### config.mk
export PLATFORM = sky130hd
export DESIGN_NAME = mem_port_master
export DESIGN_NICKNAME = d
export VERILOG_FILES = /design/src/rtl/mem_port_master.sv
export SDC_FILE = /design/constraint.sdc
export NUM_CORES = 1
export LEC_CHECK = 0
export ABC_AREA = 0
export CELL_PAD_IN_SITES_DETAIL_PLACEMENT = 0
export CELL_PAD_IN_SITES_GLOBAL_PLACEMENT = 2
export CORE_MARGIN = 3
export CORE_UTILIZATION = 25
export CTS_CLUSTER_DIAMETER = 30
export CTS_CLUSTER_SIZE = 30
export DETAILED_ROUTE_END_ITERATION = 8
export PLACE_DENSITY = 0.78
export SYNTH_ARGS = -nofsm -noshare
export SYNTH_HDL_FRONTEND = slang
export SYNTH_SLANG_ARGS = --single-unit
### constraint.sdc
create_clock -name i_clk -period 4.4 [get_ports i_clk]
set_input_delay 0.66 -clock i_clk [delete_from_list [all_inputs] [get_ports i_clk]]
set_output_delay 0.66 -clock i_clk [all_outputs]
set_load 0.02 [all_outputs]
### src/rtl/mem_port_master.sv
// Requester-side sequencer for a single-port async-read RAM: byte read, big-endian word read, byte write.
// Optional macro MEM_PORT_MASTER_ERR_EN adds o_rsp_err for the reserved op and wrapped word reads.
module mem_port_master #(
  parameter int AW = 15,
  parameter int DW = 8
) (
  input  logic              i_clk,
  input  logic              i_rst_n,
  input  logic              i_req_valid,
  output logic              o_req_ready,
  input  logic [1:0]        i_req_op,
  input  logic [AW-1:0]     i_req_addr,
  input  logic [DW-1:0]     i_req_wdata,
  output logic              o_rsp_valid,
  input  logic              i_rsp_ready,
  output logic [2*DW-1:0]   o_rsp_data,
  output logic [AW-1:0]     o_ram_address,
  output logic [DW-1:0]     o_ram_datain,
  output logic              o_ram_we,
  input  logic [DW-1:0]     i_ram_dataout
`ifdef MEM_PORT_MASTER_ERR_EN
  ,
  output logic              o_rsp_err
`endif
);

  typedef enum logic [1:0] {S_IDLE, S_B0, S_B1, S_RSP} state_t;

  localparam logic [1:0] OP_RD8  = 2'b00;
  localparam logic [1:0] OP_RD16 = 2'b01;
  localparam logic [1:0] OP_WR8  = 2'b10;
  localparam logic [1:0] OP_RSV  = 2'b11;

  state_t            r_state;
  logic [1:0]        r_op;
  logic [2*DW-1:0]   r_rsp_data;
  logic [AW-1:0]     r_ram_address;
  logic [DW-1:0]     r_ram_datain;
  logic              r_ram_we;
  logic              w_accept;

  assign w_accept      = (r_state == S_IDLE) && i_req_valid;
  assign o_req_ready   = (r_state == S_IDLE);
  assign o_rsp_valid   = (r_state == S_RSP);
  assign o_rsp_data    = r_rsp_data;
  assign o_ram_address = r_ram_address;
  assign o_ram_datain  = r_ram_datain;
  assign o_ram_we      = r_ram_we;

  // The RAM address is loaded at the accept edge so it is already valid throughout B0.
  always_ff @(posedge i_clk or negedge i_rst_n) begin
    if (!i_rst_n) begin
      r_state       <= S_IDLE;
      r_op          <= OP_RD8;
      r_rsp_data    <= '0;
      r_ram_address <= '0;
      r_ram_datain  <= '0;
      r_ram_we      <= 1'b0;
    end else begin
      case (r_state)
        S_IDLE: begin
          if (i_req_valid) begin
            r_op          <= i_req_op;
            r_ram_address <= i_req_addr;
            if (i_req_op == OP_WR8) begin
              r_ram_datain <= i_req_wdata;
              r_ram_we     <= 1'b1;
            end
            r_state <= S_B0;
          end
        end
        S_B0: begin
          r_ram_we <= 1'b0;
          case (r_op)
            OP_RD8: begin
              r_rsp_data <= {{DW{1'b0}}, i_ram_dataout};
              r_state    <= S_RSP;
            end
            OP_RD16: begin
              r_rsp_data[2*DW-1:DW] <= i_ram_dataout;
              r_ram_address         <= r_ram_address + {{(AW-1){1'b0}}, 1'b1};
              r_state               <= S_B1;
            end
            OP_WR8: begin
              r_rsp_data <= '0;
              r_state    <= S_RSP;
            end
            OP_RSV: begin
              r_rsp_data <= '0;
              r_state    <= S_RSP;
            end
            default: r_state <= S_RSP;
          endcase
        end
        S_B1: begin
          r_rsp_data[DW-1:0] <= i_ram_dataout;
          r_state            <= S_RSP;
        end
        S_RSP: begin
          if (i_rsp_ready) begin
            r_state <= S_IDLE;
          end
        end
        default: r_state <= S_IDLE;
      endcase
    end
  end

`ifdef MEM_PORT_MASTER_ERR_EN
  logic r_rsp_err;

  // A word read at the top address still completes; the flag only reports the wrap.
  always_ff @(posedge i_clk or negedge i_rst_n) begin
    if (!i_rst_n) begin
      r_rsp_err <= 1'b0;
    end else if (w_accept) begin
      r_rsp_err <= 1'b0;
    end else if (r_state == S_B0) begin
      r_rsp_err <= (r_op == OP_RSV) || ((r_op == OP_RD16) && (&r_ram_address));
    end
  end

  assign o_rsp_err = r_rsp_err;
`else
  logic w_unused_accept;
  assign w_unused_accept = w_accept;
`endif

endmodule

Word level (Yosys, flattened, before mapping):

Cells that the tools add are included.

* multiplexer cells: 13
* eq/ne operators: 12
* add/sub/neg operators: 1
* reductions and logical operators: 12

Operators by type and width (number)
* 8-bit one-hot mux with 2 select lines: 3
* 15-bit two-way mux: 2
* 15-bit one-hot mux with 2 select lines: 1
* 15-bit by 1-bit adder with 15-bit output, second input constant: 1
* 2-bit equality test, second input constant: 5
* 3-bit AND reduction: 3
* 2-bit one-hot mux with 4 select lines: 1
* 2-bit by 1-bit inequality test with 1-bit output, second input constant: 3
* 2-bit AND reduction: 3
* 2-bit by 1-bit equality test with 1-bit output, second input constant: 2
* 2-bit logical NOT: 2
* 2-bit two-way mux: 2
* 2-bit one-hot mux with 2 select lines: 1
* 2-bit nonzero test: 2
* 3-bit by 2-bit inequality test with 1-bit output, second input constant: 1
* 3-bit OR reduction: 1
* 1-bit two-way mux: 2
* 2-bit inequality test, second input constant: 1
* 1-bit one-hot mux with 2 select lines: 1
* 2-bit OR reduction: 1

* register bits after elaboration: 44
* input port bits: 37
* logic and storage cells: 45
* output and inout bits: 42

Logic depth before layout (Yosys ltp):

Gate-level depths: netlist of run 1.

* word-level depth: 4
* mapped depth: 9
* gate-level depth less buffers: 6

Worst setup path before layout of run 1:

No wires, ideal clock.

* kind: reg-to-reg
* from: register r_state[0]
* to: register r_ram_address[14], in the netlist o_ram_address[14]
* slack: 2.638 ns
* data arrival time: 1.675 ns
* period minus slack after synthesis: 1.762 ns
* data required time: 4.313 ns
* path buffers: 0
* stages on the path, launching flop included: 7
* library setup time: 0.087 ns
* path through: dfrtp_1 -> inv_1 -> ha_1 -> mux2i_1 -> a21oi_2 -> mux2_1 -> a211oi_2

* cells in the longest elaborated chain, start to end: 3
* elaborated cells on any way between the ends: 7
* classes of those cells: eq/ne: 3; mux: 1; reduce/logical: 3

RTL lines
* from (decl): line 34 `state_t r_state;`
* from (signal assigned): line 53 `r_state <= S_IDLE;`
* from (signal assigned): line 69 `r_state <= S_B0;`
* from (signal assigned): line 77 `r_state <= S_RSP;`
* 2-bit logical NOT (*)
* named net o_req_ready: line 10 `output logic o_req_ready,`
* 2-bit inequality test (no line) or 2-bit nonzero test (tied branches)
* 3-bit AND reduction (no line)
* to (signal assigned): line 64 `r_ram_address <= i_req_addr;`
* to (signal assigned): line 81 `r_ram_address <= r_ram_address + {{(AW-1){1'b0}}, 1'b1};`
* to (decl): line 37 `logic [AW-1:0] r_ram_address;`

Mark *: on every way through the listed nets, which the timed path passes. The rest lies on a longest branch.
A chain may end at the register's enable or synchronous reset.

Final worst setup path of run 1:

* from: register r_state[1]
* to: register r_ram_address[14], in the netlist o_ram_address[14]

* cells in the longest elaborated chain, start to end: 3
* elaborated cells on any way between the ends: 7
* classes of those cells: eq/ne: 3; mux: 1; reduce/logical: 3

RTL lines
* 2-bit by 1-bit equality test with 1-bit output or 2-bit logical NOT (tied branches): line 60 `case (r_state)`
* 2-bit by 1-bit inequality test with 1-bit output (no line) (tied with other cells)
* 3-bit AND reduction (no line)

Parallel ways exist; a longest one is shown, timed or not.

==> results.md, run 1 <==
- Crit-path max FO: 28
- CP endpoint kind: flop
- DRC errors left: 0
- Vias in the first global route: 2014
- Crit Path Category: reg2reg
- Port bufs: 78
- Total chip power: 2.485 mW
- DP Wirelength: 4451 um
- Total Neg Setup Slack: 0 ps
- Hold Vio Cnt, Final: 0
- Syn Std Cell Area: 0.002195 mm2
- Net count after synthesis: 274
- Detail Route Antenna Nets: 0
- Die area: 0.009939 mm2
- Yosys top cell area share: 0.5017
- Top Layer Used: met4
- I/O Pins: 79
- Final worst-path cycle share: 0.5836
- Sequential share of the synthesized area: 0.5017
- Non-filler instance count after layout: 411
- Final layout net count: 348
- WHS: 472.4 ps
- Largest net degree at the start of global routing: 45
- Highest clock rate: 0.3895 GHz
- Worst-path clk slew: 90 ps
- Post-cts sizing count: 0
- Synth Flop Type: dfrtp_1
- Total wire length: 6122 um
- Worst Hold Class: reg2reg
- Leak: 1.318 nW
- Total gr overflow: 0
- WL/cell: 14.90 um
- Metal2 WL: 2935 um
- Post-CTS setup buffers: 0
- Avg Cell Area, Syn: 9.500 um2
- Fin area: 0.003177 mm2
- DP Area: 0.003062 mm2
- Reg2reg path depth: 7
- # clock sinks: 44
- Final setup viols: 0
- Mapped Cells: 231
- Root buffer cell: clkbuf_8
- Initial DRC Count: 87
- PD cells: 782.3 mW/mm2
- GR Util All Layers: 0.1271
- DRT met1 WL: 2846 um
- Most frequent cell after synthesis: dfrtp_1
- Relative slew margins: 0.3065
- Count of final max-slew check failures: 0
- Post-synth EDFFs: 0
- Total CTS buffers: 5
- Worst skew pair latency: 300 ps
- Worst Max-Slew Pin Slew: 1040 ps
- Commonest cells post-synth: dfrtp_1, nand2_1, a21oi_1, nand3_1, inv_1
- DR pass1 iterations: 4
- Vert. Die Dim: 99.70 um
- Crit-path slowest cell: a21oi_2
- CTS hold repair buffers: 0
- Share of cells above drive strength 1: 0.08497
- Crit path launch type: flop
- Async SR Flop Fraction: 1.000
- Initial Utilization: 0.2618
- Worst endpoint required time: 4630 ps
- Layout Skew: 9.286 ps
- # rows: 33
- Gp weighted congestion: 0.7502
- Longest Clk Path Bufs: 2
- FF+latch count, synth: 44
- Maximum VDD drop: 260.2 uV
- Largest area contributor in the netlist: dfrtp_1
- Max incr delay on CP: 770 ps
- Die Width: 99.70 um
- Fillers: 861
- Vias: 1933
- H-tree levels: 2
- WL met3: 278 um
- CP Cell Sequence: inv_1 -> ha_1 -> buf_4 -> mux2i_1 -> a21oi_2 -> mux2_1 -> a211oi_2
- Status: complete, no violations
- Post-synthesis cell type count: 40
- Core area: 0.008382 mm2
- Tmin final: 2568 ps
- RSZ-0062 raised after global routing: no
- Max-cap violations: 0
- Hold Crit Depth: 2
- First-pass GRT wire length: 10190 um
- Vias per inst: 4.703
- Worst Path Arrival: 2790 ps
- Ys Warns: 0
- CTS tree: yes
- Top cells by area, synth: dfrtp_1, nand2_1, mux2_2, a21oi_1, nand3_1
- Area delta synth->final: 44.75%
- Antenna violations before repair: 0
- Antenna cells: 0
- Post-Place Cells: 403
layout by cell type, fill, tap and decap left out, drive strengths merged, types with 2 or more instances in the layout:
cell type	netlist	routed
mux2i	2	2
dfrtp	44	44
nand2b	4	4
ha	6	6
inv	15	16
o31ai	3	3
nand4	5	5
mux2	12	12
buf	6	3
nand2	39	39
a21oi	22	22
clkbuf	7	5
nand3	17	17
and4	2	2
clkdlybuf4s50	0	77
o21ai	18	18
o22ai	8	8
a2bb2oi	2	2
nor2b	3	3
per-layer routing:
metal,vias to the layer above,track usage
met1,922,0.1685
met2,44,0.2047
met3,4,0.03156
met4,0,0.03782
li1,963,-
met5,-,0
flip-flops by register name, indices dropped and copies added, names as in the netlist:
register and flops:
o_ram_address 15, o_ram_datain 8, o_ram_we 1, o_rsp_data 16, r_op 2, r_state 2
per-stage QoR:
stage / setup WS (ps) / utilization
after floorplan: 2638 / -
after global routing: 1612 / 0.3790
after global placement: 1696 / 0.3653
final: 1832 / 0.3790
after detailed placement: 1677 / 0.3653
after CTS: 1825 / 0.3790
cell type report:
cell class,count,area [um2],area share
Clock buffer,5,68.82,0.02166
Multi-Input combinational cell,159,982.2,0.3092
Timing Repair Buffer,80,790.8,0.2489
Clock inverter,3,46.29,0.01457
Inverter,15,56.30,0.01772
Tap cell,105,131.4,0.04135
Sequential cell,44,1101,0.3466
kinds of logic after synthesis:
| logic type | after synthesis | share of synthesized area |
|---|---|---|
| compound gates | 61 | 0.1671 |
| fa+ha+maj | 6 | 0.03421 |
| mux | 14 | 0.07070 |
| simple gates | 78 | 0.1756 |
| buf+inv | 28 | 0.05074 |
| flops | 44 | 0.5017 |
report_power, final:
group	internal [mW]	switching, mW	total [mW]
Clock	0.171	0.152	0.323
Sequential	0.600	0.170	0.770
Combinational	0.616	0.775	1.39
critical path: cells and delay by family, from the launching register on:
family	cells	cell delay, ps
mux	2	550
buf+inv	2	410
compound gates	2	910
flops	1	440
fa+ha+maj	1	180
worst paths after layout:
check                              start           endpoint  slack (ps)
setup reg to reg              r_state[1]  o_ram_address[14]        1830
max in group asynchronous        i_rst_n    o_ram_datain[3]        3230
hold / removal             o_rsp_data[4]      o_rsp_data[4]         470
min in group asynchronous        i_rst_n   o_ram_address[3]         530
hold reg to reg            o_rsp_data[4]      o_rsp_data[4]         470
setup / recovery              r_state[1]  o_ram_address[14]        1830
No activity file was read; power rests on OpenSTA's default activity.
==> run 2: changes to the inputs <==
- clock period: 4.4 -> 2.4 ns (I/O delays scaled with it)
==> run 2 against run 1 <==
  * Via count increased by 0.26%
  * First-iteration DRC count decreased by 30%
  * Sequential power increased by 84%
  * Final area increased by 0.16%
  * Worst setup slack got worse by 1600 ps
  * Clock skew decreased by 4.7 ps
  * Sequential cell count unchanged
  * Total power increased by 81%
  * Clock power increased by 50%
  * Critical path type is now reg2out
==> results.md, run 2 (synthesis gave the netlist of run 1 again) <==
- GR peak layer: met2
- WHS: 147.7 ps
- R2R Setup Slk: 520 ps
- Total CTS buffers: 5
- Most common cell after layout, fill and taps aside: clkdlybuf4s50_1
- Hold Vio Cnt, Final: 0
- Root buffer cell: clkbuf_8
- Reg2reg start: r_state[1]
- Clock power frac: 0.108
- Post-route setup slack: 200.0 ps
- Total gr overflow: 0
- PD cells: 1417 mW/mm2
- Initial DRC Count: 61
- Most frequent cells in the layout: clkdlybuf4s50_1, dfrtp_1, nand2_1, a21oi_1, nand3_1
- First-pass GRT wire length: 10160 um
- Routing usage on met2: 0.2063
- Status: complete, no violations
- Layout Skew: 4.597 ps
- Worst setup startpoint: r_state[0]
- Longest Clk Path Bufs: 2
- # rows: 33
- Logic gate share of total power: 0.578
- GR Util All Layers: 0.1271
- Crit Path Category: reg2out
- Core area: 0.008382 mm2
- Relative slew margins: 0.6116
- WL/cell: 14.88 um
- Vert. Die Dim: 99.70 um
- Max-cap violations: 0
- Die area: 0.009939 mm2
- Port bufs: 78
- CP endpoint kind: primary output
- Worst Hold Class: in2async
- Share of cells above drive strength 1: 0.09032
- Total Neg Setup Slack: 0 ps
- Vias per inst: 4.670
- Leak: 1.329 nW
- Worst-path clk slew: 80 ps
- Worst Path Arrival: 1840 ps
- Non-filler instance count after layout: 415
- RSZ-0062 raised after global routing: no
- Antenna cells: 0
- Post-Place Cells: 407
- Largest net degree at the start of global routing: 45
- FF-to-FF End: o_ram_address[14]
- Highest clock rate: 0.4546 GHz
- Antenna violations before repair: 0
- Max FFs per register: 16
- Vias in the first global route: 2023
- Int Pwr: 2.504 mW
- CTS hold repair buffers: 0
- H-tree levels: 2
- # clock sinks: 44
- Global-route track usage on met1: 0.1745
- Count of final max-slew check failures: 0
- DR pass1 iterations: 4
- Final worst-path cycle share: 0.9167
- Fillers: 875
- Switching power: 2.004 mW
- Reg2reg path depth: 6
- Post-cts sizing count: 0
- Reg power frac: 0.315
- Area delta synth->final: 44.98%
- Setup crit end: o_req_ready
- I/O Pins: 79
- Post-Place Worst Slack: 491.6 ps
- Gp weighted congestion: 0.7788
- DP Wirelength: 4515 um
- Die Width: 99.70 um
- Maximum VDD drop: 413.9 uV
- Sw frac: 0.4446
- CTS tree: yes
- Detail Route Antenna Nets: 0
- Worst endpoint required time: 2040 ps
- Post-CTS setup buffers: 0
- Final Core Density: 0.3796
- Initial Utilization: 0.2618
- Worst Max-Slew Pin Slew: 582.5 ps
- M3 GR Usage: 0.02805
- Tmin final: 2200 ps
- Crit path launch type: flop
- Final setup viols: 0
- Total wire length: 6177 um
- Final layout net count: 352
- DRC errors left: 0
- Worst skew pair latency: 290 ps
- Vias: 1938
- Crit-path max FO: 6
-- run 2: cell count changes in the layout (fill, tap and decap cells not counted), sizes merged --
cell      change
buf           +4
clkbuf        +3
bufinv        -1
clkinvlp      -1
inv           -1
-- run 2: final cells by class --
class	instances	area, um2	share of cell area
Inverter	15	56.30	0.01770
Timing Repair Buffer	84	820.8	0.2580
Sequential cell	44	1101	0.3460
Multi-Input combinational cell	159	982.2	0.3087
Tap cell	105	131.4	0.04129
Clock buffer	8	90.09	0.02831
-- run 2: worst max-delay path: stages, from the launching register on --
cell and delay, ps:
dfrtp_1 410, inv_1 140, ha_1 320, clkdlybuf4s50_1 690
-- run 2: routing by layer --
metal	part of all wire	wire, um
met5	0	0
met4	0.0087	54
met3	0.042	257
met2	0.48	2974
met1	0.47	2890
-- run 2: through the flow --
step / area (um2) / total power [mW]
after floorplan: 2195 / 2.954
after global placement: 3092 / 4.046
after detailed placement: 3092 / 4.056
after CTS: 3182 / 4.563
after global routing: 3182 / 4.880
final: 3182 / 4.508
-- run 2: power by group through the flow --
stage                     registers [mW]  clock network [mW]  logic [mW]
after global placement              1.43                   0        2.61
after global routing                1.49               0.527        2.87
final                               1.42               0.485        2.60
after floorplan                     1.75                   0        1.20
after CTS                           1.42               0.510        2.63
after detailed placement            1.43                   0        2.62
-- run 2: worst min path at each step --
stage | startpoint | end | slack [ps] | depth (start not counted)
2_1_floorplan | i_rst_n | o_ram_address[0] | 60 | 0
4_1_cts | i_rst_n | o_ram_address[4] | 170 | 2
3_5_place_dp | o_rsp_data[1] | o_rsp_data[1] | 460 | 2
6_report | i_rst_n | o_ram_address[1] | 150 | 2
3_3_place_gp | o_rsp_data[1] | o_rsp_data[1] | 450 | 2
5_1_grt | i_rst_n | o_ram_address[4] | 200 | 2
==> run 3: changes to the inputs <==
--- a/config.mk
+++ b/config.mk
@@ -15,2 +15,3 @@
 export DETAILED_ROUTE_END_ITERATION = 8
+export GPL_TIMING_DRIVEN = 1
 export PLACE_DENSITY = 0.78
--- a/constraint.sdc
+++ b/constraint.sdc
@@ -3,2 +3,2 @@
 set_output_delay 0.36 -clock i_clk [all_outputs]
-set_load 0.02 [all_outputs]
+set_load 0.01 [all_outputs]
==> run 3 against run 2 <==
  * Clock skew rose by 1.8 ps
  * Clock power rose by 22%
  * Non-clock buffer count did not move
  * Die area did not move
  * Register-to-register slack got worse by 50 ps
  * Worst setup slack improved by 79 ps
  * Fmax rose by 3.7%
  * Sequential power barely moved
  * Core utilization rose by 0.30 points
  * Final area rose by 0.79%
  * First-iteration DRC count did not move
  * Highest routed layer unchanged
==> results.md, run 3 (synthesis gave the netlist of run 1 again) <==
- Share of cells above drive strength 1: 0.09677
- Int Pwr: 2.580 mW
- Most common cell after layout, fill and taps aside: clkdlybuf4s50_1
- Reg power frac: 0.327
- Die Width: 99.70 um
- Logic gate share of total power: 0.538
- WL/cell: 14.67 um
- Worst endpoint required time: 2040 ps
- Core area: 0.008382 mm2
- Post-cts sizing count: 0
- Antenna violations before repair: 0
- Total CTS buffers: 5
- Final layout net count: 352
- Max-cap violations: 0
- Crit path launch type: flop
- Buf/Inv on CP: 2
- Final Core Density: 0.3826
- Longest Clk Path Bufs: 2
- Layout Skew: 6.393 ps
- Root buffer cell: clkbuf_8
- DP Wirelength: 4509 um
- Area delta synth->final: 46.12%
- Reg2reg path depth: 7
- Antenna cells: 0
- FF-to-FF End: o_ram_address[8]
- RSZ-0062 raised after global routing: no
- DP Area: 0.003092 mm2
- Clock power frac: 0.135
- CP endpoint kind: primary output
- Post-Place Cells: 407
- Total wire length: 6086 um
- CP Cell Sequence: inv_1 -> ha_1 -> clkdlybuf4s50_1
- Worst Max-Slew Pin Slew: 576.7 ps
- I/O Pins: 79
- Fin area: 0.003207 mm2
- DRC errors left: 0
- Tmin final: 2121 ps
- Status: complete, no violations
- Leak: 1.338 nW
- Total chip power: 4.357 mW
- Worst skew pair latency: 300 ps
- Vias per inst: 4.747
- Total Neg Setup Slack: 0 ps
- Crit Path Category: reg2out
- First-pass GRT wire length: 10090 um
- CTS tree: yes
- Sw frac: 0.4077
- Die area: 0.009939 mm2
- Worst Hold Class: in2async
- Initial DRC Count: 61
- CTS hold repair buffers: 0
- Crit-path max FO: 6
- Initial Utilization: 0.2618
- DR pass1 iterations: 4
- PD cells: 1359 mW/mm2
- H-tree levels: 2
- Max incr delay on CP: 610 ps
- Relative slew margins: 0.6155
- Count of final max-slew check failures: 0
- Final setup viols: 0
- Gp weighted congestion: 0.7800
- Most frequent cells in the layout: clkdlybuf4s50_1, dfrtp_1, nand2_1, a21oi_1, nand3_1
- # clock sinks: 44
- Switching power: 1.776 mW
- Port bufs: 78
- Vert. Die Dim: 99.70 um
- Final worst-path cycle share: 0.8836
- Vias: 1970
- Maximum VDD drop: 472.7 uV
- # rows: 33
- Vias in the first global route: 2025
- Largest net degree at the start of global routing: 45
- Crit-path slowest cell: clkdlybuf4s50_1
- GR Util All Layers: 0.1265
- R2R Setup Slk: 470 ps
- Top delay family on crit path: buffers and inverters
- Non-filler instance count after layout: 415
- Total gr overflow: 0
- Worst-path clk slew: 90 ps
- Hold Vio Cnt, Final: 0
- Post-CTS setup buffers: 0
- Max FFs per register: 16
- Reg2reg start: r_state[1]
- Highest clock rate: 0.4716 GHz
- Worst Path Arrival: 1760 ps
- Detail Route Antenna Nets: 0
==> run 3: cell types whose count changed in the layout (fill, tap and decap cells not counted), sizes merged <==
cell      change
inv           +1
clkinvlp      +1
bufinv        +1
clkbuf        -3
==> run 3: final cells by class <==
type / instances / area, um2
Inverter: 15 / 56.30
Multi-Input combinational cell: 159 / 982.2
Tap cell: 105 / 131.4
Clock inverter: 3 / 46.29
Sequential cell: 44 / 1101
Fill cell: 866 / 5175
Timing Repair Buffer: 84 / 820.8
Clock buffer: 5 / 68.82
==> run 3: per-stage QoR <==
step	hold WS, ps	setup slack (ps)
floorplan	64.41	715.4
global placement	454.4	494.9
detailed placement	459.0	461.5
CTS	156.5	257.8
global route	183.8	158.6
finish	124.4	279.4
==> run 3: power groups by stage <==
| stage | clock (mW) | combinational [mW] | sequential (mW) |
|---|---|---|---|
| CTS | 0.614 | 2.37 | 1.43 |
| global route | 0.636 | 2.60 | 1.49 |
| floorplan | 0 | 1.19 | 1.52 |
| global placement | 0 | 2.35 | 1.44 |
| finish | 0.590 | 2.34 | 1.42 |
| detailed placement | 0 | 2.36 | 1.44 |
==> run 3: worst register-to-register path, cell delays in order (launching register included) <==
cell,delay (ps)
dfrtp_1,430
inv_1,100
ha_1,300
buf_4,260
a21oi_2,210
buf_4,240
nand2_1,70
a22o_1,230
==> run 3: how the worst max path moves through the flow <==
stage               depth (start not counted)                end         from
floorplan                                   6  o_ram_address[14]   r_state[0]
global placement                            3    o_ram_datain[0]  i_req_valid
detailed placement                          3    o_ram_datain[5]  i_req_valid
CTS                                         3        o_req_ready   r_state[1]
global route                                3        o_req_ready   r_state[0]
finish                                      3        o_req_ready   r_state[0]
==> run 3: per-layer routing <==
layer	routed length (um)	GRT usage
met5	0	0
met1	2877	0.1771
met3	211	0.02665
met4	81	0.04097
met2	2916	0.1945
